**src/rtl/lpf_pkg.sv**
```systemverilog
// Shared types and defaults for the multi-channel low-pass scheduler.
// ch_t is sized for the largest supported channel count (16).
package lpf_pkg;
   localparam int DEF_NUM_CH = 4;
   localparam int DEF_DATA_W = 16;
   localparam int MAX_CH     = 16;

   typedef logic [$clog2(MAX_CH)-1:0] ch_t;

   typedef enum logic [1:0] {IDLE, REQ, CALC, NEXT} state_t;
endpackage

```
**src/rtl/lpf_tick.sv**
```systemverilog
// Sample-tick generator: a down-counter reloaded from div on each tick.
// With en low the counter parks at 0, so the first tick follows en rising.
module lpf_tick #(
   parameter int DIV_W = 16
) (
   input  logic             clk,
   input  logic             rst,
   input  logic             en,
   input  logic [DIV_W-1:0] div,
   output logic             tick
);
   logic [DIV_W-1:0] cnt;

   assign tick = en && (cnt == '0);

   always_ff @(posedge clk or posedge rst) begin
      if (rst)              cnt <= '0;
      else if (!en)         cnt <= '0;
      else if (cnt == '0)   cnt <= div;
      else                  cnt <= cnt - 1'b1;
   end
endmodule

```
**src/rtl/lpf_sched.sv**
```systemverilog
// Time-multiplexed first-order IIR low-pass, y = (3*y + x)/4, over NUM_CH
// ADC channels; one sweep per tick, one sample fetched per channel via req/ack.
module lpf_sched
   import lpf_pkg::*;
#(
   parameter int NUM_CH  = DEF_NUM_CH,
   parameter int DATA_W  = DEF_DATA_W,
   parameter int TIMEOUT = 255
) (
   input  logic                      clk,
   input  logic                      rst,
   input  logic                      en,
   input  logic [15:0]               div,
   output logic                      adc_req,
   output logic [$clog2(NUM_CH)-1:0] adc_ch,
   input  logic                      adc_ack,
   input  logic [DATA_W-1:0]         adc_data,
   output logic                      y_valid,
   output logic [$clog2(NUM_CH)-1:0] y_ch,
   output logic [DATA_W-1:0]         y_data,
   output logic                      busy,
   output logic                      overrun,
   output logic                      timeout_err,
   input  logic                      clr_err
);
   localparam int CH_W   = $clog2(NUM_CH);
   localparam int WAIT_W = (TIMEOUT > 0) ? $clog2(TIMEOUT + 1) : 1;
   localparam ch_t LAST_CH = ch_t'(NUM_CH - 1);
   localparam logic [WAIT_W-1:0] WAIT_MAX = WAIT_W'(TIMEOUT);

   state_t                         state, state_n;
   ch_t                            ch;
   logic [CH_W-1:0]                ch_idx;
   logic [WAIT_W-1:0]              wait_cnt;
   logic [DATA_W-1:0]              x;
   logic [NUM_CH-1:0][DATA_W-1:0]  chan_st;
   logic [DATA_W+1:0]              acc;
   logic [DATA_W-1:0]              y_new;
   logic                           tick;
   logic                           req_expired;

   lpf_tick #(.DIV_W(16)) u_tick (
      .clk  (clk),
      .rst  (rst),
      .en   (en),
      .div  (div),
      .tick (tick)
   );

   assign ch_idx  = ch[CH_W-1:0];
   assign adc_req = (state == REQ);
   assign adc_ch  = ch_idx;
   assign busy    = (state != IDLE);

   // 3*s + x fits in DATA_W+2 bits; after >>2 the result always fits DATA_W
   assign acc   = {2'b00, chan_st[ch_idx]} + {1'b0, chan_st[ch_idx], 1'b0} + {2'b00, x};
   assign y_new = acc[DATA_W+1:2];

   // an ack in the final wait cycle still wins over the timeout
   assign req_expired = (state == REQ) && !adc_ack && (wait_cnt == WAIT_MAX);

   always_ff @(posedge clk or posedge rst) begin
      if (rst) state <= IDLE;
      else     state <= state_n;
   end

   always_comb begin
      state_n = state;
      case (state)
         IDLE: if (tick) state_n = REQ;
         REQ: begin
            if (adc_ack)          state_n = CALC;
            else if (req_expired) state_n = NEXT;
         end
         CALC:    state_n = NEXT;
         NEXT:    state_n = (ch == LAST_CH) ? IDLE : REQ;
         default: state_n = IDLE;
      endcase
   end

   always_ff @(posedge clk or posedge rst) begin
      if (rst) begin
         ch          <= '0;
         wait_cnt    <= '0;
         x           <= '0;
         chan_st     <= '0;
         y_valid     <= 1'b0;
         y_ch        <= '0;
         y_data      <= '0;
         overrun     <= 1'b0;
         timeout_err <= 1'b0;
      end else begin
         y_valid <= 1'b0;
         case (state)
            IDLE: begin
               if (tick) begin
                  ch       <= '0;
                  wait_cnt <= '0;
               end
            end
            REQ: begin
               wait_cnt <= wait_cnt + 1'b1;
               if (adc_ack) x <= adc_data;
            end
            CALC: begin
               chan_st[ch_idx] <= y_new;
               y_data          <= y_new;
               y_ch            <= ch_idx;
               y_valid         <= 1'b1;
            end
            NEXT: begin
               if (ch != LAST_CH) begin
                  ch       <= ch + 1'b1;
                  wait_cnt <= '0;
               end
            end
            default: ;
         endcase

         // sticky flags: a set event in the same cycle beats clr_err
         if (tick && (state != IDLE)) overrun <= 1'b1;
         else if (clr_err)            overrun <= 1'b0;

         if (req_expired)  timeout_err <= 1'b1;
         else if (clr_err) timeout_err <= 1'b0;
      end
   end
endmodule

```
**config.mk**
```make
export PLATFORM = sky130hd
export DESIGN_NAME = lpf_sched
export DESIGN_NICKNAME = d
export VERILOG_FILES = /design/src/rtl/lpf_pkg.sv /design/src/rtl/lpf_tick.sv /design/src/rtl/lpf_sched.sv
export SDC_FILE = /design/constraint.sdc
export NUM_CORES = 1
export LEC_CHECK = 0
export CORE_MARGIN = 2
export CORE_UTILIZATION = 25
export DETAILED_ROUTE_END_ITERATION = 16
export GPL_ROUTABILITY_DRIVEN = 0
export GPL_TIMING_DRIVEN = 0
export PLACE_DENSITY_LB_ADDON = 0.12
export SYNTH_ARGS = -nofsm -noshare
export SYNTH_HDL_FRONTEND = slang
export SYNTH_SLANG_ARGS = --single-unit
export TNS_END_PERCENT = 10
```
**constraint.sdc**
```tcl
create_clock -name clk -period 5.3 [get_ports clk]
set_clock_uncertainty 0.1 [all_clocks]
set_input_delay 1.59 -clock clk [delete_from_list [all_inputs] [get_ports clk]]
set_output_delay 1.59 -clock clk [all_outputs]
set_load 0.02 [all_outputs]
```
==> insert_results.sql, run 1 <==
INSERT INTO impl_metrics (metric_group, metric, value, unit) VALUES
('run_status', 'status', 'finished, final reports clean', ''),
('grt', 'pin_count_of_the_biggest_net_entering_global_routing', '83', ''),
('die', 'pin_count', '62', ''),
('grt', 'globalRoute.totalOverflow', '0', ''),
('grt', 'first_global_vias', '5874', ''),
('layout', 'most_common_library_cell_in_the_layout_ignoring_fill_and_taps', 'dfrtp_1', ''),
('clock_network', 'cts_setup_buffers', '0', ''),
('sta', 'timing_max_transition_violations_final', '0', ''),
('worst_setup_path', 'largest_driver_fanout_on_the_critical_path', '10', ''),
('sta', 'slew-limit-headroom', '46.8', '%'),
('die', 'coreArea', '28500', 'sq um'),
('route', 'drcViolationCount', '0', ''),
('clock_network', 'cts_root_buffer', 'clkbuf_16', ''),
('placement', 'detailedPlacementHpwl', '14.8', 'mm'),
('synthesis', 'postSynthAreaPerCell', '10.6', 'sq um'),
('worst_hold_path', 'timing.hold.worst.class', 'flop to flop', ''),
('synthesis', 'synthesized_cell_area', '7220', 'sq um'),
('worst_setup_path', 'capture_point_of_the_critical_path', 'chan_st[60]', ''),
('die', 'dieWidth', '174', 'microns'),
('grt', 'first_pass_grt_wire_length', '33.1', 'mm'),
('worst_setup_path', 'r2r_setup_slack', '0.40', 'ns'),
('worst_setup_path', 'timing_worst_setup_path_type', 'flop to flop', ''),
('route', 'firstDrtPassIters', '5', ''),
('flow_run', 'maximum_capacitance_violations', '0', ''),
('sta', 'final-hold-violation-count', '0', ''),
('die', 'row_count', '62', ''),
('clock_network', 'cts_hold_repair.buffers', '0', ''),
('sta', 'hold_ws', '0.375', 'ns'),
('clock_network', 'cts_buffer_depth', '2', ''),
('clock_network', 'cts_tree', 'yes', ''),
('worst_setup_path', 'critical_path.startpoint_type', 'flop', ''),
('die', 'floorplan.die.height', '174', 'microns'),
('synthesis', 'synth_enable_flop_cells', '0', ''),
('layout', 'finish.net_count', '839', ''),
('worst_setup_path', 'worst_ep_required_time', '5.56', 'ns'),
('die', 'design.die.area', '30300', 'sq um'),
('grt', 'antenna_found_initial', '0', ''),
('synthesis', 'postSynth.topFlopCell', 'dfrtp_1', ''),
('synthesis', 'netlist.top_cell.by_area', 'dfrtp_1', ''),
('worst_setup_path', 'crit_start', 'ch[0]', ''),
('clock_network', 'cts_inserted_buffers', '17', ''),
('sta', 'layout_min_cycle_time', '4.90', 'ns'),
('synthesis', 'synth_seq_area_share', '45.4', '%'),
('layout', 'post_route_core_utilization', '31.6', '%'),
('route', 'drt-total-wl', '20.6', 'mm'),
('route', 'wl_per_cell', '17.8', 'microns'),
('route', 'route.detailed.vias_per_inst', '4.82', ''),
('layout', 'area.growth.synth_to_final', '24.9', '%'),
('worst_setup_path', 'reg2reg_depth', '11', ''),
('layout', 'layout.filler_cells', '2978', ''),
('sta', 'final_min_period_over_clock_period', '92.5', '%'),
('worst_hold_path', 'hold_depth', '2', ''),
('clock_network', 'clock_pin_slew_worst_setup_and_hold_paths', '0.06', 'ns'),
('worst_setup_path', 'worst_r2r_endpoint', 'chan_st[60]', ''),
('placement', 'number_of_port_buffers', '61', ''),
('sta', 'grt_setup_unrepaired', 'no', ''),
('worst_setup_path', 'reg2reg_from', 'ch[0]', ''),
('synthesis', 'synth_top_cells_by_area', 'dfrtp_1, mux2_2, ha_1', ''),
('route', 'via_total_after_detailed_routing', '5573', ''),
('die', 'floorplan.initialDensity', '25.3', '%'),
('route', 'violation_count_after_the_first_detailed_route_iteration', '370', ''),
('sta', 'tightest_slew', '0.788', 'ns'),
('sta', 'timing.setup.tns', '0', 'ns'),
('route', 'detail-route-antenna-nets', '0', ''),
('synthesis', 'yosys_reg_bits', '131', ''),
('clock_network', 'cts_sinks', '131', ''),
('synthesis', 'yosysTopAreaCellShare', '45.4', '%'),
('layout', 'layout-drive-gt1-share', '14.9', '%'),
('sta', 'achievable-frequency', '0.204', 'GHz'),
('synthesis', 'post_synth_inst_count', '679', ''),
('sta', 'final-setup-viol-count', '0', ''),
('layout', 'diodes', '0', ''),
('grt', 'grtUsageTotal', '14.1', '%'),
('synthesis', 'post_synth_num_cell_types', '65', ''),
('synthesis', 'async_flop_share', '100', '%'),
('worst_setup_path', 'worst-endpoint-arrival', '5.16', 'ns'),
('clock_network', 'clkLatencyLatePin', '0.43', 'ns'),
('synthesis', 'synthesis.nets', '759', ''),
('clock_network', 'h-tree-depth', '4', ''),
('layout', 'layout.cells.most_common_list', 'dfrtp_1, nand2_1, o21ai_0', ''),
('synthesis', 'yosysWarningCount', '0', ''),
('worst_setup_path', 'crit_path_end_kind', 'flop', '');
-- state kept, by name, indices dropped and copies added, names as in the netlist --
name         cells
u_tick.cnt      16
wait_cnt         8
y_ch             2
y_data          16
timeout_err      1
y_valid          1
ch               4
state            2
overrun          1
x               16
chan_st         64
-- stage by stage --
stage | instance area, sq um | setup slack (ns) | cells
finish | 9020 | 0.399 | 1156
global route | 9020 | 0.0116 | 1156
CTS | 8990 | 0.0139 | 1156
detailed placement | 8350 | -1.12 | 1125
global placement | 8320 | -1.99 | 1124
floorplan | 7220 | 0.112 | 679
-- cells by family (layout without fill, tap and decap cells) --
family                   count (synthesis)  in the layout  share of synthesized area, %
XOR/XNOR                                23             23                          2.79
adder cells (fa/ha/maj)                 43             43                          9.11
AO/OA/AOI/OAI                          157            157                          13.7
AND/OR/NAND/NOR                        202            202                          13.9
flip-flops                             131            131                          45.4
buffers and inverters                   63            156                          3.52
multiplexers                            60             60                          11.6
-- Yosys cell counts, types with 6 or more instances --
| library cell | number |
|---|---|
| nand3_1 | 12 |
| fa_1 | 16 |
| and3_1 | 6 |
| a211oi_1 | 11 |
| a31oi_1 | 6 |
| or4_1 | 6 |
| dfrtp_1 | 131 |
| inv_1 | 24 |
| nor3_1 | 15 |
| mux2_2 | 42 |
| nand2_1 | 81 |
| mux4_2 | 15 |
| a211o_1 | 6 |
| o31ai_1 | 10 |
| nand2b_1 | 6 |
| o21ai_0 | 67 |
| nor2_1 | 32 |
| xnor2_1 | 14 |
| clkbuf_1 | 32 |
| a21oi_1 | 24 |
| xor2_1 | 9 |
| ha_1 | 27 |
| a21o_1 | 10 |
| nand4_1 | 15 |
-- area by class of cell --
| cell class | count | area, sq um | area share (%) |
|---|---|---|---|
| Inverter | 24 | 95.1 | 1.05 |
| Tap cell | 384 | 480 | 5.32 |
| Sequential cell | 131 | 3280 | 36.3 |
| Buffer | 38 | 176 | 1.95 |
| Multi-Input combinational cell | 485 | 3740 | 41.4 |
| Clock inverter | 15 | 194 | 2.15 |
| Clock buffer | 17 | 425 | 4.71 |
| Timing Repair Buffer | 62 | 638 | 7.07 |
-- worst min-delay path by stage --
stage,from,to,slack (ns)
final,chan_st[0],chan_st[0],0.37
after global routing,chan_st[48],chan_st[48],0.40
after CTS,chan_st[0],chan_st[0],0.38
after detailed placement,chan_st[0],chan_st[0],0.37
after global placement,chan_st[29],chan_st[29],0.36
after floorplan,u_tick.cnt[0],u_tick.cnt[0],0.34
-- routing by layer --
layer / track usage, % / wire, microns
met1: 17.6 / 9110
met2: 24.6 / 10400
met3: 2.78 / 718
met4: 4.41 / 329
met5: 0 / 0
-- what timing repair did --
| action | CTS | global route |
|---|---|---|
| endpoints found under the setup margin | 50 | 17 |
| resized for setup | 10 | 8 |
| pin swaps | 0 | 0 |
-- critical path, cell delays in order, from the launching register on --
cell       delay (ns)
dfrtp_1          0.56
buf_4            0.35
clkbuf_4         0.35
mux4_2           0.60
fa_1             0.49
ha_1             0.28
clkbuf_1         0.27
nand4_1          0.16
nand4bb_1        0.42
a21o_1           0.34
a211oi_1         0.61
mux2_2           0.29
Power of run 1 is left out: the tool's default activity adds up to more than one toggle a clock period on the data nets, which glitch-free logic cannot reach.
==> run 2: changes to the inputs <==
ABC_AREA = 1   (was default)
SLEW_MARGIN = 20   (was default)
==> run 2 against run 1 <==
Effect of this change: register-to-register slack better by 0.15 ns; wire length up 3.3%; global-route usage up 0.53 points; maximum frequency up 3.1%; final cell count up 14%; synthesized area down 0.95%; worst hold slack worse by 0.0018 ns; critical endpoint is now chan_st[23]; highest routed layer unchanged.
==> insert_results.sql, run 2 <==
INSERT INTO impl_metrics (metric_group, metric, value, unit) VALUES
('run_status', 'status', 'finished, final reports clean', ''),
('layout', 'layout-drive-gt1-share', '9.07', '%'),
('grt', 'grtUsageTotal', '14.6', '%'),
('die', 'floorplan.die.height', '173', 'microns'),
('worst_hold_path', 'timing.hold.worst.class', 'flop to flop', ''),
('worst_hold_path', 'min_delay_worst_endpoint', 'chan_st[29]', ''),
('sta', 'final-setup-viol-count', '0', ''),
('sta', 'timing.setup.tns', '0', 'ns'),
('synthesis', 'async_flop_share', '100', '%'),
('die', 'dieWidth', '173', 'microns'),
('clock_network', 'clock_pin_slew_worst_setup_and_hold_paths', '0.06', 'ns'),
('layout', 'max_flop_register', 'chan_st', ''),
('synthesis', 'postSynthAreaPerCell', '8.49', 'sq um'),
('clock_network', 'cts_sinks', '131', ''),
('synthesis', 'yosys_reg_bits', '131', ''),
('worst_setup_path', 'critical_path.startpoint_type', 'flop', ''),
('grt', 'first_global_vias', '5939', ''),
('clock_network', 'clkLatencyLatePin', '0.42', 'ns'),
('synthesis', 'netlist.top_cell.by_area', 'dfrtp_1', ''),
('route', 'route.detailed.vias_per_inst', '4.55', ''),
('synthesis', 'post_synth_inst_count', '843', ''),
('clock_network', 'cts_hold_repair.buffers', '0', ''),
('worst_setup_path', 'r2r_setup_slack', '0.55', 'ns'),
('layout', 'area.growth.synth_to_final', '23.9', '%'),
('layout', 'diodes', '0', ''),
('clock_network', 'postCtsResizedCells', '0', ''),
('synthesis', 'synth_seq_area_share', '45.8', '%'),
('die', 'design.die.area', '30000', 'sq um'),
('route', 'drcViolationCount', '0', ''),
('layout', 'finish.net_count', '1004', ''),
('die', 'pin_count', '62', ''),
('route', 'via_total_after_detailed_routing', '5982', ''),
('clock_network', 'cts_root_buffer', 'clkbuf_16', ''),
('sta', 'final_critical_path_setup_slack', '0.548', 'ns'),
('worst_setup_path', 'largest_driver_fanout_on_the_critical_path', '11', ''),
('clock_network', 'cts_setup_buffers', '0', ''),
('route', 'firstDrtPassIters', '6', ''),
('sta', 'final_min_period_over_clock_period', '89.7', '%'),
('worst_setup_path', 'worst_r2r_endpoint', 'chan_st[23]', ''),
('route', 'violation_count_after_the_first_detailed_route_iteration', '426', ''),
('layout', 'layout.cells.most_common_list', 'nand2_1, dfrtp_1, nor2_1', ''),
('synthesis', 'post_synth_num_cell_types', '51', ''),
('sta', 'layout_min_cycle_time', '4.75', 'ns'),
('synthesis', 'yosysWarningCount', '0', ''),
('clock_network', 'cts_buffer_depth', '2', ''),
('sta', 'final-hold-violation-count', '0', ''),
('route', 'detail-route-antenna-nets', '0', ''),
('sta', 'grt_setup_unrepaired', 'no', ''),
('layout', 'number_of_flip_flops_under_the_largest_register_name', '64', ''),
('clock_network', 'h-tree-depth', '4', ''),
('worst_setup_path', 'reg2reg_from', 'ch[1]', ''),
('die', 'row_count', '61', ''),
('flow_run', 'maximum_capacitance_violations', '0', ''),
('grt', 'pin_count_of_the_biggest_net_entering_global_routing', '68', ''),
('sta', 'achievable-frequency', '0.210', 'GHz'),
('die', 'coreArea', '28000', 'sq um'),
('synthesis', 'synthesized_cell_area', '7160', 'sq um'),
('die', 'floorplan.initialDensity', '25.5', '%'),
('worst_setup_path', 'reg2reg_depth', '14', ''),
('synthesis', 'post_synth_most_frequent_cells', 'nand2_1, dfrtp_1, nor2_1', ''),
('placement', 'number_of_port_buffers', '61', ''),
('layout', 'most_common_library_cell_in_the_layout_ignoring_fill_and_taps', 'nand2_1', ''),
('grt', 'antenna_found_initial', '0', ''),
('grt', 'globalRoute.totalOverflow', '0', ''),
('synthesis', 'postSynth.topFlopCell', 'dfrtp_1', ''),
('route', 'drt-total-wl', '21.2', 'mm'),
('worst_setup_path', 'worst_ep_required_time', '5.47', 'ns'),
('synthesis', 'yosysTopAreaCellShare', '45.8', '%'),
('clock_network', 'cts_tree', 'yes', ''),
('worst_setup_path', 'crit_path_end_kind', 'flop', ''),
('worst_hold_path', 'timing.hold.worst.start', 'chan_st[29]', ''),
('sta', 'tightest_slew', '0.942', 'ns'),
('placement', 'detailedPlacementHpwl', '15.1', 'mm'),
('worst_hold_path', 'hold_depth', '2', ''),
('clock_network', 'cts_inserted_buffers', '17', ''),
('worst_setup_path', 'worst-endpoint-arrival', '4.92', 'ns'),
('grt', 'first_pass_grt_wire_length', '34.1', 'mm'),
('synthesis', 'synth_enable_flop_cells', '0', ''),
('synthesis', 'synthesis.nets', '923', ''),
('layout', 'layout.filler_cells', '3054', ''),
('worst_setup_path', 'timing_worst_setup_path_type', 'flop to flop', ''),
('synthesis', 'synth_top_cells_by_area', 'dfrtp_1, nand2_1, o21ai_0', ''),
('sta', 'slew-limit-headroom', '36.2', '%'),
('sta', 'timing_max_transition_violations_final', '0', ''),
('route', 'wl_per_cell', '16.2', 'microns'),
('placement', 'dp_slack', '0.507', 'ns'),
('synthesis', 'synthMostInstantiatedCell', 'nand2_1', '');
## run 2: cell types whose count changed after synthesis, moves of 10 or more
cell / previous run / this run
mux2_2: 42 / 14
inv_1: 24 / 38
nand2_1: 81 / 241
o22ai_1: 2 / 14
o21ai_1: 0 / 19
nor2_1: 32 / 72
xnor2_1: 14 / 4
clkbuf_1: 32 / 20
nand3_1: 12 / 56
mux4_2: 15 / 0
## run 2: worst max-delay path, cell delays in order (launching register included)
cell	delay, ns
dfrtp_1	0.40
clkbuf_2	0.25
inv_1	0.14
clkbuf_1	0.52
buf_2	0.40
o21ai_0	0.14
o22ai_1	0.42
fa_1	0.51
ha_1	0.36
a21oi_1	0.20
o21ai_1	0.13
nor2_1	0.21
o21ai_2	0.10
xnor2_1	0.60
o21ai_1	0.12
## run 2: cells by family (layout without fill, tap and decap cells)
logic type / after synthesis / in the layout / synth area share (%)
AND/OR/NAND/NOR: 407 / 407 / 24.2
adder cells (fa/ha/maj): 43 / 43 / 9.20
multiplexers: 14 / 14 / 2.20
XOR/XNOR: 16 / 16 / 2.06
flip-flops: 131 / 131 / 45.8
AO/OA/AOI/OAI: 152 / 152 / 11.9
buffers and inverters: 80 / 174 / 4.58
## run 2: metal layers
layer	wire length, microns	global-route usage [%]	share of wire (%)
met5	0	0	0
met4	415	5.01	2.0
met3	802	2.35	3.8
met2	9800	23.2	46
met1	10200	20.2	48
## run 2: worst max-delay path by stage
stage                     slack [ns]   from  cells after the start           to
final                           0.55  ch[1]                     14  chan_st[23]
after detailed placement        0.51  ch[1]                     14   chan_st[7]
after CTS                       0.48  ch[1]                     14   chan_st[7]
after global routing            0.17  ch[1]                     14  chan_st[39]
after global placement         -2.46    rst                      2  chan_st[49]
after floorplan                 0.11    rst                      1        ch[0]
## run 2: per-stage QoR
stage,instance area [sq um],std cells,util [%],hold WS [ns]
2_1_floorplan,7160,843,-,0.344
3_3_place_gp,8240,1282,29.4,0.359
3_5_place_dp,8270,1283,29.5,0.361
4_1_cts,8860,1315,31.6,0.377
5_1_grt,8860,1315,31.6,0.394
6_report,8860,1315,31.6,0.373
## run 2: final cells by class
cell class | count | area (sq um) | share of cell area (%)
plain buffers | 30 | 135 | 1.52
clock buffers | 19 | 453 | 5.11
clock inverters | 13 | 135 | 1.52
inverters | 50 | 200 | 2.26
multi-input cells | 632 | 3550 | 40.1
flip-flops and latches | 131 | 3280 | 37.0
well taps | 378 | 473 | 5.34
repair buffers | 62 | 638 | 7.20
Power of run 2 is left out for the same reason.
